File: src/rtl/rob_pkg.sv
// Shared definitions for the reorder buffer.
//   rob_type_e   : entry kinds (ROB_REG, ROB_STORE, ROB_BRANCH), matching the issueType encoding
//   rob_entry_t  : per-entry bookkeeping, apart from the destination register whose width
//                  is a parameter of the top level
//   DEPTH        : entry count of the default configuration
package rob_pkg;

    localparam int unsigned ROB_WIDTH_DEFAULT = 4;
    localparam int unsigned DEPTH             = 1 << ROB_WIDTH_DEFAULT;

    typedef enum logic [1:0] {
        ROB_REG    = 2'b00,
        ROB_STORE  = 2'b01,
        ROB_BRANCH = 2'b10
    } rob_type_e;

    typedef struct packed {
        logic        busy;
        logic        ready;
        rob_type_e   kind;
        logic        pred_taken;
        logic [31:0] alt_pc;
        logic [31:0] value;   // result; for a branch, bit 0 is the actual direction
    } rob_entry_t;

endpackage

File: src/rtl/rob_query_port.sv
// One operand lookup port of the reorder buffer.
//   entry_ready_i / entry_value_i : busy&ready flag and stored value of every entry
//   rs_* / lsb_*                  : result broadcasts of the current cycle
//   query_index_i                 : entry being looked up
//   query_ready_o / query_val_o   : lookup result, purely combinational
// Optional feature (macro ROB_QUERY_BYPASS_EN): a same-cycle broadcast to the queried index
// is forwarded, the load/store broadcast taking priority. Without it only stored state is
// visible, so a broadcast shows up one cycle later.
module rob_query_port #(
    parameter int unsigned ROB_WIDTH   = 4,
    parameter int unsigned NUM_ENTRIES = 16
) (
    input  logic [NUM_ENTRIES-1:0]       entry_ready_i,
    input  logic [NUM_ENTRIES-1:0][31:0] entry_value_i,
    input  logic                         rs_update_i,
    input  logic [ROB_WIDTH-1:0]         rs_index_i,
    input  logic [31:0]                  rs_val_i,
    input  logic                         lsb_update_i,
    input  logic [ROB_WIDTH-1:0]         lsb_index_i,
    input  logic [31:0]                  lsb_val_i,
    input  logic [ROB_WIDTH-1:0]         query_index_i,
    output logic                         query_ready_o,
    output logic [31:0]                  query_val_o
);

`ifdef ROB_QUERY_BYPASS_EN
    always_comb begin
        if (lsb_update_i && (lsb_index_i == query_index_i)) begin
            query_ready_o = 1'b1;
            query_val_o   = lsb_val_i;
        end else if (rs_update_i && (rs_index_i == query_index_i)) begin
            query_ready_o = 1'b1;
            query_val_o   = rs_val_i;
        end else begin
            query_ready_o = entry_ready_i[query_index_i];
            query_val_o   = entry_value_i[query_index_i];
        end
    end
`else
    assign query_ready_o = entry_ready_i[query_index_i];
    assign query_val_o   = entry_value_i[query_index_i];

    logic unused_bcast;
    assign unused_bcast = ^{rs_update_i, rs_index_i, rs_val_i,
                            lsb_update_i, lsb_index_i, lsb_val_i};
`endif

endmodule

File: src/rtl/reorder_buffer.sv
// Circular in-order retirement queue.
//   clockIn/resetIn       : clock and asynchronous active-low reset
//   issue*                : allocate an entry at the tail; issueRobIndex is the index it gets
//   full                  : count >= DEPTH-1 (one slot of slack for a same-cycle issue)
//   rs*/lsb*              : result broadcasts marking entries ready (lsb wins on a tie)
//   query*                : two combinational operand lookups (see rob_query_port)
//   commit*               : registered REG retirement
//   store*                : registered STORE release
//   clear/clearPc         : registered flush on a mispredicted branch
// Optional feature: ROB_QUERY_BYPASS_EN enables same-cycle broadcast forwarding in queries.
module reorder_buffer
    import rob_pkg::*;
#(
    parameter int unsigned ROB_WIDTH = ROB_WIDTH_DEFAULT,
    parameter int unsigned REG_WIDTH = 5
) (
    input  logic                 clockIn,
    input  logic                 resetIn,
    input  logic                 issueValid,
    input  logic [1:0]           issueType,
    input  logic [REG_WIDTH-1:0] issueDest,
    input  logic                 issuePredTaken,
    input  logic [31:0]          issueAltPc,
    output logic [ROB_WIDTH-1:0] issueRobIndex,
    output logic                 full,
    input  logic                 rsUpdate,
    input  logic [ROB_WIDTH-1:0] rsRobIndex,
    input  logic [31:0]          rsVal,
    input  logic                 lsbUpdate,
    input  logic [ROB_WIDTH-1:0] lsbRobIndex,
    input  logic [31:0]          lsbVal,
    input  logic [ROB_WIDTH-1:0] queryIndex1,
    input  logic [ROB_WIDTH-1:0] queryIndex2,
    output logic                 queryReady1,
    output logic                 queryReady2,
    output logic [31:0]          queryVal1,
    output logic [31:0]          queryVal2,
    output logic                 commitValid,
    output logic [REG_WIDTH-1:0] commitReg,
    output logic [31:0]          commitVal,
    output logic [ROB_WIDTH-1:0] commitRobIndex,
    output logic                 storeCommit,
    output logic [ROB_WIDTH-1:0] storeRobIndex,
    output logic                 clear,
    output logic [31:0]          clearPc
);

    localparam int unsigned        NUM_ENTRIES = 1 << ROB_WIDTH;
    localparam logic [ROB_WIDTH:0] CNT_ONE     = {{ROB_WIDTH{1'b0}}, 1'b1};
    localparam logic [ROB_WIDTH:0] CNT_DEPTH   = NUM_ENTRIES[ROB_WIDTH:0];
    localparam logic [ROB_WIDTH:0] CNT_FULL    = CNT_DEPTH - CNT_ONE;

    rob_entry_t           entries_q [NUM_ENTRIES];
    rob_entry_t           entries_d [NUM_ENTRIES];
    logic [REG_WIDTH-1:0] dest_q    [NUM_ENTRIES];
    logic [REG_WIDTH-1:0] dest_d    [NUM_ENTRIES];
    logic [ROB_WIDTH-1:0] head_q, head_d, tail_q, tail_d;
    logic [ROB_WIDTH:0]   count_q, count_d;

    logic                 commit_valid_q, commit_valid_d;
    logic [REG_WIDTH-1:0] commit_reg_q, commit_reg_d;
    logic [31:0]          commit_val_q, commit_val_d;
    logic [ROB_WIDTH-1:0] commit_idx_q, commit_idx_d;
    logic                 store_commit_q, store_commit_d;
    logic [ROB_WIDTH-1:0] store_idx_q, store_idx_d;
    logic                 clear_q, clear_d;
    logic [31:0]          clear_pc_q, clear_pc_d;

    rob_entry_t head_entry;
    logic       retire, mispredict, issue_ok;

    assign head_entry = entries_q[head_q];
    assign retire     = head_entry.busy & head_entry.ready;
    assign mispredict = retire && (head_entry.kind == ROB_BRANCH) &&
                        (head_entry.value[0] != head_entry.pred_taken);
    assign issue_ok   = issueValid && (count_q < CNT_DEPTH);

    always_comb begin
        entries_d      = entries_q;
        dest_d         = dest_q;
        head_d         = head_q;
        tail_d         = tail_q;
        count_d        = count_q;
        commit_valid_d = 1'b0;
        commit_reg_d   = commit_reg_q;
        commit_val_d   = commit_val_q;
        commit_idx_d   = commit_idx_q;
        store_commit_d = 1'b0;
        store_idx_d    = store_idx_q;
        clear_d        = 1'b0;
        clear_pc_d     = clear_pc_q;

        if (mispredict) begin
            // Flush wins over everything else this cycle, including issue and writebacks.
            for (int unsigned i = 0; i < NUM_ENTRIES; i++) begin
                entries_d[i].busy  = 1'b0;
                entries_d[i].ready = 1'b0;
            end
            head_d     = '0;
            tail_d     = '0;
            count_d    = '0;
            clear_d    = 1'b1;
            clear_pc_d = head_entry.alt_pc;
        end else begin
            // rs first so that lsb overrides it on the same index.
            if (rsUpdate && entries_q[rsRobIndex].busy) begin
                entries_d[rsRobIndex].ready = 1'b1;
                entries_d[rsRobIndex].value = rsVal;
            end
            if (lsbUpdate && entries_q[lsbRobIndex].busy) begin
                entries_d[lsbRobIndex].ready = 1'b1;
                entries_d[lsbRobIndex].value = lsbVal;
            end
            if (issue_ok) begin
                entries_d[tail_q].busy       = 1'b1;
                entries_d[tail_q].ready      = 1'b0;
                entries_d[tail_q].kind       = rob_type_e'(issueType);
                entries_d[tail_q].pred_taken = issuePredTaken;
                entries_d[tail_q].alt_pc     = issueAltPc;
                dest_d[tail_q]               = issueDest;
                tail_d                       = tail_q + ROB_WIDTH'(1);
            end
            if (retire) begin
                entries_d[head_q].busy  = 1'b0;
                entries_d[head_q].ready = 1'b0;
                head_d                  = head_q + ROB_WIDTH'(1);
                case (head_entry.kind)
                    ROB_REG: begin
                        commit_valid_d = 1'b1;
                        commit_reg_d   = dest_q[head_q];
                        commit_val_d   = head_entry.value;
                        commit_idx_d   = head_q;
                    end
                    ROB_STORE: begin
                        store_commit_d = 1'b1;
                        store_idx_d    = head_q;
                    end
                    default: ;  // correctly predicted branch retires silently
                endcase
            end
            count_d = count_q + (issue_ok ? CNT_ONE : '0) - (retire ? CNT_ONE : '0);
        end
    end

    always_ff @(posedge clockIn or negedge resetIn) begin
        if (!resetIn) begin
            for (int unsigned i = 0; i < NUM_ENTRIES; i++) begin
                entries_q[i] <= rob_entry_t'('0);
                dest_q[i]    <= '0;
            end
            head_q         <= '0;
            tail_q         <= '0;
            count_q        <= '0;
            commit_valid_q <= 1'b0;
            commit_reg_q   <= '0;
            commit_val_q   <= '0;
            commit_idx_q   <= '0;
            store_commit_q <= 1'b0;
            store_idx_q    <= '0;
            clear_q        <= 1'b0;
            clear_pc_q     <= '0;
        end else begin
            entries_q      <= entries_d;
            dest_q         <= dest_d;
            head_q         <= head_d;
            tail_q         <= tail_d;
            count_q        <= count_d;
            commit_valid_q <= commit_valid_d;
            commit_reg_q   <= commit_reg_d;
            commit_val_q   <= commit_val_d;
            commit_idx_q   <= commit_idx_d;
            store_commit_q <= store_commit_d;
            store_idx_q    <= store_idx_d;
            clear_q        <= clear_d;
            clear_pc_q     <= clear_pc_d;
        end
    end

    logic [NUM_ENTRIES-1:0]       entry_ready;
    logic [NUM_ENTRIES-1:0][31:0] entry_value;

    always_comb begin
        for (int unsigned i = 0; i < NUM_ENTRIES; i++) begin
            entry_ready[i] = entries_q[i].busy & entries_q[i].ready;
            entry_value[i] = entries_q[i].value;
        end
    end

    rob_query_port #(
        .ROB_WIDTH   (ROB_WIDTH),
        .NUM_ENTRIES (NUM_ENTRIES)
    ) u_query1 (
        .entry_ready_i (entry_ready),
        .entry_value_i (entry_value),
        .rs_update_i   (rsUpdate),
        .rs_index_i    (rsRobIndex),
        .rs_val_i      (rsVal),
        .lsb_update_i  (lsbUpdate),
        .lsb_index_i   (lsbRobIndex),
        .lsb_val_i     (lsbVal),
        .query_index_i (queryIndex1),
        .query_ready_o (queryReady1),
        .query_val_o   (queryVal1)
    );

    rob_query_port #(
        .ROB_WIDTH   (ROB_WIDTH),
        .NUM_ENTRIES (NUM_ENTRIES)
    ) u_query2 (
        .entry_ready_i (entry_ready),
        .entry_value_i (entry_value),
        .rs_update_i   (rsUpdate),
        .rs_index_i    (rsRobIndex),
        .rs_val_i      (rsVal),
        .lsb_update_i  (lsbUpdate),
        .lsb_index_i   (lsbRobIndex),
        .lsb_val_i     (lsbVal),
        .query_index_i (queryIndex2),
        .query_ready_o (queryReady2),
        .query_val_o   (queryVal2)
    );

    assign issueRobIndex  = tail_q;
    assign full           = (count_q >= CNT_FULL);
    assign commitValid    = commit_valid_q;
    assign commitReg      = commit_reg_q;
    assign commitVal      = commit_val_q;
    assign commitRobIndex = commit_idx_q;
    assign storeCommit    = store_commit_q;
    assign storeRobIndex  = store_idx_q;
    assign clear          = clear_q;
    assign clearPc        = clear_pc_q;

endmodule

File: config.mk
export PLATFORM = sky130hd
export DESIGN_NAME = reorder_buffer
export DESIGN_NICKNAME = d
export VERILOG_FILES = /design/src/rtl/rob_pkg.sv /design/src/rtl/rob_query_port.sv /design/src/rtl/reorder_buffer.sv
export SDC_FILE = /design/constraint.sdc
export NUM_CORES = 2
export LEC_CHECK = 0
export BUFFER_PORTS_ARGS = -buffer_cell sky130_fd_sc_hd__buf_2
export CORE_MARGIN = 4
export CORE_UTILIZATION = 40
export CTS_CLUSTER_DIAMETER = 40
export DETAILED_ROUTE_END_ITERATION = 10
export GPL_ROUTABILITY_DRIVEN = 0
export SLEW_MARGIN = 20
export SYNTH_ARGS = -nofsm -noshare
export SYNTH_HDL_FRONTEND = slang
export SYNTH_SLANG_ARGS = --single-unit
File: constraint.sdc
create_clock -name clockIn -period 9 [get_ports clockIn]
set_input_delay 0.45 -clock clockIn [delete_from_list [all_inputs] [get_ports clockIn]]
set_output_delay 0.45 -clock clockIn [all_outputs]
set_load 0.1 [all_outputs]
# Yosys cells after proc, flatten, opt, wreduce, memory -nomap -nowiden
# Index checks and enable logic that the tools add are counted.
# op_classes
mux	93
n_reduce_logical	15
add_sub_neg	4
order_cmp	12
n_eq_ne	3
n_bitwise	22
# ops
operator	n
1104-bit bitwise mux	11
1104-bit 2-to-1 mux	7
69-bit demux with 4-bit select	11
69-bit binary-select mux with 4-bit select	3
69-bit 2-to-1 mux	8
68-bit 2-to-1 mux	4
32-bit binary-select mux with 4-bit select	2
32-bit 2-to-1 mux	4
80-bit bitwise mux	1
67-bit 2-to-1 mux	1
65-bit 2-to-1 mux	1
64-bit 2-to-1 mux	1
2-bit 2-to-1 mux	16
5-bit binary-select mux with 4-bit select	1
5-bit demux with 4-bit select	1
5-bit >= comparator (second input constant)	4
5-bit by 1-bit < comparator with 1-bit output (second input constant)	4
5-bit 2-to-1 mux	4
4-bit inverter with 5-bit output	4
1-bit AND	17
4-bit 2-to-1 mux	4
1-bit 2-to-1 mux	11
4-bit by 5-bit < comparator with 1-bit output (second input constant)	2
1-bit logical AND	9
other kinds (14)	18
# word_totals
output_inout_bits	151
wordCells	272
register_bits	1277

# Depth between registers and ports, before layout
# logic_depth
word_depth	24
mapped_depth	18
ltp_nobuf	15

# Modules after synthesis
# From an unflattened synthesis, not the netlist that was laid out.
# hier_totals
hier_cells	4822
area_unflattened_um2	68547.0
# modules_own_cells
mod	seq_area_each_um2	n_inst	area_per_inst_um2	cells_per_inst
reorder_buffer	31955.6	1	60539.3	4262
rob_query_port	0.0	2	4003.8	280

# Least setup slack after synthesis
# Ideal clock, no wire load.
# synth_path
kind	input -> output
from	input queryIndex2[0]
to	output queryVal2[0]
arrival_ps	3022
path_stages	5
path_buffers	3
required_time_ps	8550
slack_ps	5528
cell_sequence	clkbuf_1 buf_1 buf_1 mux4_2 mux4_2
# synth_between
elab_chain_len	2
# synth_rtl
item	line	source
from (decl)	reorder_buffer.sv:33	input logic [ROB_WIDTH-1:0] queryIndex2,
32-bit binary-select mux with 4-bit select	rob_query_port.sv:41	assign query_val_o = entry_value_i[query_index_i];
32-bit 2-to-1 mux (implied by the code)	rob_query_port.sv:41	
to (decl)	reorder_buffer.sv:37	output logic [31:0] queryVal2,
# Every way passes these cells. The select of a mux whose other input is x is not followed.

# Final worst setup path
# layout_path
from	register head_q[0]
to	register entries_q[1058] in the netlist's numbering
# layout_between
elab_chain_len	7
elab_cells_between_ends	14
cone_classes	eq/ne (2); mux (8); bitwise (2); reduce/logical (2)
# layout_rtl
item	line	source
from (decl)	reorder_buffer.sv:57	logic [ROB_WIDTH-1:0] head_q, head_d, tail_q, tail_d;
from (signal assigned)	reorder_buffer.sv:151	head_q <= '0;
from (signal assigned)	reorder_buffer.sv:165	head_q <= head_d;
4-bit inverter with 5-bit output (implied by the code) (*)	reorder_buffer.sv:72, reorder_buffer.sv:124, reorder_buffer.sv:125	
69-bit binary-select mux with 4-bit select	reorder_buffer.sv:72	assign head_entry = entries_q[head_q];
69-bit 2-to-1 mux (implied by the code) (2 in series)	reorder_buffer.sv:72	
2-bit == test / 1-bit AND (equally long branches)	reorder_buffer.sv:74, reorder_buffer.sv:73	
1-bit logical AND (2 in series)	reorder_buffer.sv:74	assign mispredict = retire && (head_entry.kind == ROB_BRANCH) &&
to (signal, indexed assignment)	reorder_buffer.sv:148	entries_q[i] <= rob_entry_t'('0);
to (signal assigned)	reorder_buffer.sv:163	entries_q <= entries_d;
to (decl)	reorder_buffer.sv:53	rob_entry_t entries_q [NUM_ENTRIES];
# Every way passes the cells marked *; elsewhere a longest branch is shown, timed or not. The select of a mux whose other input is x is not followed.
# A chain may end at the register's enable or synchronous reset.

==> impl_results.md <==
- Ys Warns: 0
- DIE WIDTH: 420 um
- Hold Vio Cnt, Final: 0
- TritonCTS clock tree: built
- FF+latch count, synth: 1277
- Synth Cell Area: 68000 sq um
- Num CTS Buffers: 213
- Unique masters post-synth: 49
- Final instance area: 78900 sq um
- Post-synth ARST share: 100%
- Setup CP Type: register to register
- Vias in the first global route: 49400
- Power per cell area: 402 nW/um^2
- Sequential area share after synthesis: 47.0%
- Clock root cell: clkbuf_16
- Final min period: 5900 ps
- Status: finished clean
- Clk buf depth: 3
- Routed Antenna Nets: 0
- Layout Nets: 4802
- Peak VDD IR: 399 uV
- Remaining Overflow, GRT: 0
- Port Buffers: 275
- Post-route setup TNS: 0 ps
- Number of vias per cell: 6.83
- Multi-input logic area: 33800 sq um
- Layout cells sized above 1: 45.8%
- Pleak: 0.0330 uW
- Drt first-iter violations: 6045
- Die area: 177000 sq um
- Die height: 420 um
- Arr. time, crit path: 6560 ps
- FF-to-FF setup slack: 3100 ps
- Most frequent cells in the layout: dfrtp_1 (1273), mux4_2 (686), mux2_2 (682)
- Commonest non-fill, non-tap cell in the layout: dfrtp_1
- Io pins: 276
- Max H-tree Level: 4
- Period utilization: 65.6%
- Predominant post-synthesis flop cell: dfrtp_1
- Post-CTS Setup Bufs: 0
- Number of flops mapped to enable cells by yosys: 0
- Non-Filler Instances: 7086
- Worst-Skew Late Latency: 870 ps
- Required @ worst endpoint: 9660 ps
- DR pass1 iterations: 6
- Cells after Synth: 4679
- CP Max Fanout: 90
- Crit start category: register
- Beginning of the worst register-to-register path: head_q[0]$_DFFE_PN0P_
- Row count: 151
- Syn_area_per_cell: 14.5 sq um
- Worst reg2reg endpoint: entries_q[1058]$_DFFE_PN0P_
- Placed cell count: 6658
- Layout area overhead: 16.0%
- Starting density of the core: 40.2%
- RSZ-0062 raised after global routing: no
- Fmax: 169 MHz
- Antenna violations before repair: 56
- Number of fill cells: 14800
- Hold Path Class: primary input to register
- Routed wire per std cell: 34.0 um
- Max-cap violations: 0
- Final Setup Violations: 0
- CTS Sinks: 1277
- Crit path from: head_q[0]$_DFFE_PN0P_
- HP Start: issueAltPc[23]
- Reg2reg path depth: 10
- FF/Latch Area: 32000 sq um
- Slew @ Worst Pin: 1150 ps
- Reg clk slew, reported paths: 50 ps
- First-pass GRT wire length: 352000 um
- Final Util: 46.6%
- GRT Total Usage: 27.1%
- DRC Markers: 0
- Largest net degree at the start of global routing: 185
- Final WL: 241000 um
- CP endpoint: entries_q[1058]$_DFFE_PN0P_
- Worst Skew: 61.5 ps
- DP Wirelength: 129000 um
- Core ar.: 169000 sq um
- Area after DPL: 71000 sq um
- Fin. max-slew vios: 0
- DR vias: 48400
- Post-Syn Nets: 4821
- Max-slew headroom: 23.3%
- Crit end category: register
==> routing by layer <==
| metal | GRT usage (%) | share of wire (%) | up-vias | routed length [um] |
|---|---|---|---|---|
| met4 | 13.7 | 5.5 | 16 | 13300 |
| met3 | 7.66 | 10 | 838 | 25300 |
| met1 | 35.1 | 37 | 25500 | 90000 |
| met5 | 0 | 0.047 | - | 112 |
| li1 | - | - | 19000 | - |
| met2 | 42.0 | 47 | 3049 | 112000 |
==> worst min-delay path by stage <==
| stage | endpoint | slack, ps | depth (start not counted) |
|---|---|---|---|
| 6_report | entries_q[952]$_DFFE_PN0P_ | 50 | 2 |
| 5_1_grt | entries_q[583]$_DFFE_PN0P_ | 40 | 3 |
| 4_1_cts | entries_q[948]$_DFFE_PN0P_ | 3 | 2 |
| 3_5_place_dp | entries_q[843]$_DFFE_PN0P_ | 440 | 1 |
| 3_3_place_gp | entries_q[1050]$_DFFE_PN0P_ | 420 | 1 |
| 2_1_floorplan | clear$_DFF_PN0_ | 150 | 0 |
==> per-stage QoR <==
stage / power [uW] / setup WS, ps / hold slack [ps]
6_report: 31700 / 3100 / 46.2
3_3_place_gp: 22600 / 3270 / 415
5_1_grt: 33100 / 2790 / 36.9
2_1_floorplan: 19500 / 5530 / 154
4_1_cts: 31700 / 3120 / 3.32
3_5_place_dp: 22900 / 3180 / 440
==> flip-flops by register name, indices dropped and copies added (netlist names), 5 cells and up <==
name and flops:
entries_q 1104, commitVal 32, dest_q 80, clearPc 32, count_q 5, commitReg 5
==> logic make-up (layout without fill, tap and decap cells) <==
kind of cell,count (synthesis),count (layout),synth area share [%]
muxes,1403,1403,34.6
DFF,1277,1277,47.0
AOI/OAI and AO/OA,1144,1144,12.7
buffers and inverters,643,811,3.95
and+or+nand+nor,185,185,1.30
adders and majority gates,17,17,0.324
xor gates and xnor gates,10,10,0.140
other,0,21,0
==> cell usage after synthesis, types with 2 or more instances <==
| library cell | instances | area [sq um] |
|---|---|---|
| and3b_1 | 2 | 17.5 |
| ha_1 | 16 | 200 |
| a22o_1 | 2 | 17.5 |
| nor3b_1 | 2 | 15.0 |
| o21bai_1 | 3 | 22.5 |
| nor2b_1 | 7 | 43.8 |
| mux2_1 | 35 | 394 |
| nor2_1 | 50 | 188 |
| dfrtp_1 | 1277 | 32000 |
| xnor2_1 | 2 | 17.5 |
| a2bb2oi_1 | 496 | 4340 |
| nand3_1 | 30 | 150 |
| mux2_2 | 682 | 7680 |
| xor2_1 | 7 | 61.3 |
| o21ai_1 | 7 | 35.0 |
| a311oi_1 | 27 | 236 |
| nand2_1 | 49 | 184 |
| nor3_1 | 6 | 30.0 |
| nand2b_1 | 20 | 125 |
| nand4_1 | 7 | 43.8 |
| and2_1 | 3 | 18.8 |
| buf_1 | 164 | 616 |
| o21ai_2 | 6 | 52.6 |
| inv_1 | 14 | 52.6 |
| a21boi_1 | 16 | 120 |
| o22ai_1 | 525 | 3280 |
| nor4_1 | 2 | 12.5 |
| o21ai_4 | 3 | 48.8 |
| o221a_2 | 12 | 135 |
| and3_1 | 3 | 18.8 |
| buf_4 | 30 | 225 |
| buf_6 | 11 | 124 |
| and4_1 | 2 | 17.5 |
| a22oi_1 | 7 | 52.6 |
| buf_2 | 61 | 305 |
| mux4_2 | 686 | 15400 |
| a21oi_1 | 11 | 55.1 |
| o2bb2a_1 | 16 | 160 |
| a31oi_1 | 8 | 50.1 |
| clkbuf_1 | 361 | 1360 |
| a21o_1 | 2 | 15.0 |
| o21ai_0 | 2 | 10.0 |
==> worst max-delay path, cell delays in order, from the launching register on <==
cell	delay, ps
dfrtp_4	1000
buf_4	860
mux4_2	610
a22o_1	290
nor2_1	270
nor4_4	70
buf_4	290
nand2_4	320
buf_4	770
buf_4	930
a2bb2oi_1	160
==> where the power goes <==
part           leakage, uW  internal, uW  switching (uW)
logic               0.0131          5950            6690
clock network      0.00375          5560            3180
registers           0.0161          8280            2070
==> what timing repair did <==
action,4_1_cts,5_1_grt
hold endpoints to repair,98,0
hold buffers,4,0
gates resized for setup,0,0
==> area by class of cell <==
cell class	instances	area share, %
Inverter	16	0.0777
Sequential cell	1277	40.5
Timing Repair Buffer	393	3.10
Tap cell	2218	3.52
Clock buffer	258	7.27
Multi-Input combinational cell	2759	42.9
Antenna cell	21	0.0666
Clock inverter	144	2.56
No activity file was read; power rests on OpenSTA's default activity.
